**src/rtl/alarm_ctrl_24hr.sv**
```systemverilog
`default_nettype none
// ============================================================================
// Module      : alarm_ctrl_24hr
// Description : Alarm controller for a 24-hour clock with ringing auto-stop,
//               bounded snooze and validated alarm-time loading.
// Revision    : 1.0 - initial release
// ============================================================================
module alarm_ctrl_24hr #(
    parameter int RING_SEC   = 60,
    parameter int SNOOZE_SEC = 300,
    parameter int MAX_SNOOZE = 3
) (
    input  logic       clk_i,
    input  logic       reset_i,
    input  logic [4:0] hour_i,
    input  logic [5:0] min_i,
    input  logic [5:0] sec_i,
    input  logic       alarm_en_i,
    input  logic       alarm_set_i,
    input  logic [4:0] alarm_hour_i,
    input  logic [5:0] alarm_min_i,
    input  logic       snooze_i,
    input  logic       stop_i,
    output logic       alarm_o,
    output logic [1:0] state_o,
    output logic [4:0] alarm_hour_o,
    output logic [5:0] alarm_min_o,
    output logic [1:0] snooze_cnt_o
);

    localparam int c_RING_W = (RING_SEC > 1) ? $clog2(RING_SEC) : 1;
    localparam int c_SNZ_W  = (SNOOZE_SEC > 1) ? $clog2(SNOOZE_SEC) : 1;

    localparam logic [c_RING_W-1:0] c_RING_LAST   = c_RING_W'(RING_SEC - 1);
    localparam logic [c_SNZ_W-1:0]  c_SNZ_LAST    = c_SNZ_W'(SNOOZE_SEC - 1);
    localparam logic [1:0]          c_SNOOZE_MAX  = 2'(MAX_SNOOZE);

    typedef enum logic [1:0] {
        ST_IDLE    = 2'd0,
        ST_RINGING = 2'd1,
        ST_SNOOZE  = 2'd2,
        ST_UNUSED  = 2'd3
    } state_t;

    state_t              state_q,  state_d;
    logic [c_RING_W-1:0] ring_q,   ring_d;
    logic [c_SNZ_W-1:0]  snz_q,    snz_d;
    logic [1:0]          scnt_q,   scnt_d;
    logic [4:0]          ahour_q,  ahour_d;
    logic [5:0]          amin_q,   amin_d;
    logic                match_d_q;
    logic [5:0]          sec_prev_q;

    logic w_sec_tick;
    logic w_match;
    logic w_trigger;
    logic w_set_ok;

    assign w_sec_tick = (sec_i != sec_prev_q);
    assign w_match    = alarm_en_i && (hour_i == ahour_q) && (min_i == amin_q)
                        && (sec_i == 6'd0);
    // Edge-detect so a held match (or a time jump landing on it) fires once.
    assign w_trigger  = w_match && !match_d_q;
    assign w_set_ok   = alarm_set_i && (alarm_hour_i <= 5'd23) && (alarm_min_i <= 6'd59);

    always_ff @(posedge clk_i) begin
        if (reset_i) begin
            state_q    <= ST_IDLE;
            ring_q     <= '0;
            snz_q      <= '0;
            scnt_q     <= '0;
            ahour_q    <= '0;
            amin_q     <= '0;
            match_d_q  <= 1'b1;
            sec_prev_q <= sec_i;
        end else begin
            state_q    <= state_d;
            ring_q     <= ring_d;
            snz_q      <= snz_d;
            scnt_q     <= scnt_d;
            ahour_q    <= ahour_d;
            amin_q     <= amin_d;
            match_d_q  <= w_match;
            sec_prev_q <= sec_i;
        end
    end

    always_comb begin
        state_d = state_q;
        ring_d  = ring_q;
        snz_d   = snz_q;
        scnt_d  = scnt_q;
        ahour_d = ahour_q;
        amin_d  = amin_q;

        if (w_set_ok) begin
            ahour_d = alarm_hour_i;
            amin_d  = alarm_min_i;
            state_d = ST_IDLE;
            scnt_d  = '0;
        end else if (!alarm_en_i) begin
            state_d = ST_IDLE;
        end else begin
            case (state_q)
                ST_IDLE: begin
                    if (w_trigger) begin
                        state_d = ST_RINGING;
                        ring_d  = '0;
                        scnt_d  = '0;
                    end
                end
                ST_RINGING: begin
                    if (stop_i) begin
                        state_d = ST_IDLE;
                    end else if (snooze_i && (scnt_q < c_SNOOZE_MAX)) begin
                        state_d = ST_SNOOZE;
                        scnt_d  = scnt_q + 2'd1;
                        snz_d   = '0;
                    end else if (w_sec_tick) begin
                        if (ring_q == c_RING_LAST) begin
                            state_d = ST_IDLE;
                        end else begin
                            ring_d = ring_q + c_RING_W'(1);
                        end
                    end
                end
                ST_SNOOZE: begin
                    if (stop_i) begin
                        state_d = ST_IDLE;
                    end else if (w_sec_tick) begin
                        if (snz_q == c_SNZ_LAST) begin
                            state_d = ST_RINGING;
                            ring_d  = '0;
                        end else begin
                            snz_d = snz_q + c_SNZ_W'(1);
                        end
                    end
                end
                default: state_d = ST_IDLE;
            endcase
        end
    end

    assign alarm_o      = (state_q == ST_RINGING);
    assign state_o      = state_q;
    assign alarm_hour_o = ahour_q;
    assign alarm_min_o  = amin_q;
    assign snooze_cnt_o = scnt_q;

endmodule
`default_nettype wire

```
**config.mk**
```make
export PLATFORM = sky130hd
export DESIGN_NAME = alarm_ctrl_24hr
export DESIGN_NICKNAME = d
export VERILOG_FILES = /design/src/rtl/alarm_ctrl_24hr.sv
export SDC_FILE = /design/constraint.sdc
export NUM_CORES = 1
export LEC_CHECK = 0
export BUFFER_PORTS_ARGS = -buffer_cell sky130_fd_sc_hd__buf_2
export CAP_MARGIN = 20
export CORE_MARGIN = 3
export CORE_UTILIZATION = 57
export DETAILED_ROUTE_END_ITERATION = 10
export MAX_ROUTING_LAYER = met4
export PLACE_DENSITY_LB_ADDON = 0.3
export SLEW_MARGIN = 20
export SYNTH_ARGS = -nofsm -noshare
export SYNTH_HDL_FRONTEND = slang
export SYNTH_SLANG_ARGS = --single-unit
export TNS_END_PERCENT = 5
```
**constraint.sdc**
```tcl
create_clock -name clk_i -period 3.78 [get_ports clk_i]
set_input_delay 1.134 -clock clk_i [delete_from_list [all_inputs] [get_ports clk_i]]
set_output_delay 1.134 -clock clk_i [all_outputs]
set_load 0.01 [all_outputs]
```
==> metrics.yaml <==
die_x_um: 66.3
gp_congestion: 0.794
cp.depth: 3
syn-num-nets: 274
rsz0062_at_grt: "no"
cts_tree: "yes"
cts.repair.resized: 0
dr.max_layer_used: "met4"
synth_edf_count: 0
power_density_nw_per_um2: 339
wl_met1_mm: 2.06
max-slew-margin-rel: 0.390
drtIter0Drc: 87
hold_viol_final: 0
critPathLaunchType: "flip-flop"
grt_max_degree: 29
cp-end-kind: "output pin"
wl_met2_mm: 2.14
worstPathRequired_ns: 2.65
synthCells: 233
critical-path-top-delay-family: "adder cells"
register_area_um2: 741
setup_violations: 0
yosysSeqAreaShare: 0.357
wire_per_inst_um: 13.8
ctsRootBufferMaster: "clkbuf_4"
grt_use_total: 0.228
fillers: 287
cap_violations: 0
diodes: 0
num-nets-final: 324
max_freq_mhz: 370
r2r-start: "state_o[1]"
dp.final_hpwl_mm: 3.47
die_area_um2: 4400
multi_input_area_um2: 1270
grt_pass1_vias: 1843
path_max_fanout: 14
min_from: "ring_q[5]"
synthArstFlopShare: 0
arrival_ns: 1.57
avgSynthCellArea_um2: 8.90
r2r_cells: 7
dr_wl_met3_um: 300
worstReg2RegEnd: "snz_q[7]"
overflow: 0
path_clk_slew_ns: 0.10
synth_area_um2: 2070
postCtsSetupBuffers: 0
initial_core_util: 0.607
ir_worst_vdd_uv: 239
antenna_found_initial: 0
core_um2: 3420
drive_gt1_frac: 0.292
drt_drc_violations_left: 0
crit_path_max_incr_delay_ns: 0.53
syn_to_final_growth_pct: 18.5
utilization: 0.719
ys_warn_count: 0
cts_max_path_buffers: 2
synthDistinctLibCells: 56
cts.sinks: 37
port_buffers: 49
critical_path_class: "reg -> out"
p_leak_uw: 0.000973
clk_latency_ns: 0.34
fp.dieH_um: 66.3
via_per_inst: 5.75
tightest_slew_ns: 0.916
status: "completed"
detail-route-antenna-nets: 0
maxSlewViolCount: 0
min_to: "ring_q[5]"
crit_chain: "inv_1 > ha_1 > buf_2"
critPathBufInv: 2
holdCritPathClass: "reg -> reg"
synth-seq-cells: 37
num_vias: 1897
grt_pass1_wl_mm: 7.67
final.setup.tns_ns: 0
holdPathStages: 1
crit_start: "state_o[1]"
htree_levels: 2
cts_made_buffers: 5
dr.pass1.iters: 4
period_minus_slack_ns: 2.70
ys.flop_type: "dfxtp_1"
finalCritPeriodShare: 0.715
clock_skew_ns: 0.0161
fp-row-count: 21
r2r_setup_slack_ns: 1.48
slowest_stage: "ha_1"
routed_wl_mm: 4.54
cts_hold_buf: 0
ios: 50
## state kept, by name (all words and copies together), names as in the netlist
| name | flops |
|---|---|
| alarm_hour_o | 5 |
| snooze_cnt_o | 2 |
| alarm_min_o | 6 |
| state_o | 2 |
| sec_prev_q | 6 |
| snz_q | 9 |
| ring_q | 6 |
| match_d_q | 1 |
## cell type report
cell class | instances | share of cell area
repair buffers | 50 | 0.103
well taps | 46 | 0.0234
multi-input cells | 179 | 0.515
flip-flops and latches | 37 | 0.301
clock buffers | 5 | 0.0153
inverters | 10 | 0.0153
clock inverters | 3 | 0.0265
## power by group
| group | internal, uW | leakage (uW) | total (uW) | switching [uW] |
|---|---|---|---|---|
| clock network | 205 | 0.0000552 | 334 | 129 |
| logic | 37.7 | 0.000615 | 90.3 | 52.6 |
| registers | 400 | 0.000302 | 408 | 7.57 |
| total | 643 | 0.000973 | 832 | 189 |
## synthesized netlist by cell type (5+ instances only)
cell type / instances / area [um2]
dfxtp_1: 37 / 741
nand2_1: 31 / 116
a21oi_1: 18 / 90.1
nor2_1: 12 / 45.0
xor2_1: 11 / 96.3
inv_1: 10 / 37.5
xnor2_1: 8 / 70.1
ha_1: 7 / 87.6
nand3_1: 7 / 35.0
nor3_1: 6 / 30.0
o21ai_0: 5 / 25.0
## placed cells by master, fill, tap and decap left out, types with 4 or more instances in the layout
cell / count
or3_1: 4
inv_1: 10
buf_2: 49
nand2_1: 31
nand4_1: 4
clkbuf_4: 5
dfxtp_1: 37
o31ai_1: 4
xnor2_1: 8
ha_1: 7
o21ai_0: 5
nand3_1: 7
or4_1: 4
a21oi_1: 18
nor2_1: 12
xor2_1: 11
nor3_1: 6
## layer usage
metal,up-vias,global-route usage
li1,951,-
met1,879,0.267
met2,58,0.385
met3,9,0.0561
met4,0,0.0685
met5,-,-
## cells by family (layout without fill, tap and decap cells)
group | after synthesis | count (layout) | share of synthesized area
and+or+nand+nor | 97 | 97 | 0.281
AOI/OAI and AO/OA | 52 | 52 | 0.187
DFF | 37 | 37 | 0.357
xor gates and xnor gates | 19 | 19 | 0.0803
buffers and inverters | 17 | 68 | 0.0320
adders and majority gates | 7 | 7 | 0.0422
muxes | 4 | 4 | 0.0199
## stage by stage
step                power [uW]  hold WS [ns]  setup WS [ns]  cells  area, um2
floorplan                  466         0.436           1.17    233       2070
global placement           504         0.443          0.928    322       2350
detailed placement         507         0.461          0.877    322       2350
CTS                        835         0.477           1.08    330       2460
global route               865         0.506          0.981    330       2460
finish                     832         0.472           1.08    330       2460
## how the worst max path moves through the flow
| stage | endpoint | slack [ns] |
|---|---|---|
| 2_1_floorplan | snooze_cnt_o[0] | 1.17 |
| 3_3_place_gp | snooze_cnt_o[0] | 0.93 |
| 3_5_place_dp | snooze_cnt_o[1] | 0.88 |
| 4_1_cts | alarm_o | 1.08 |
| 5_1_grt | alarm_o | 0.98 |
| 6_report | alarm_o | 1.08 |
No activity file was read; power rests on OpenSTA's default activity.
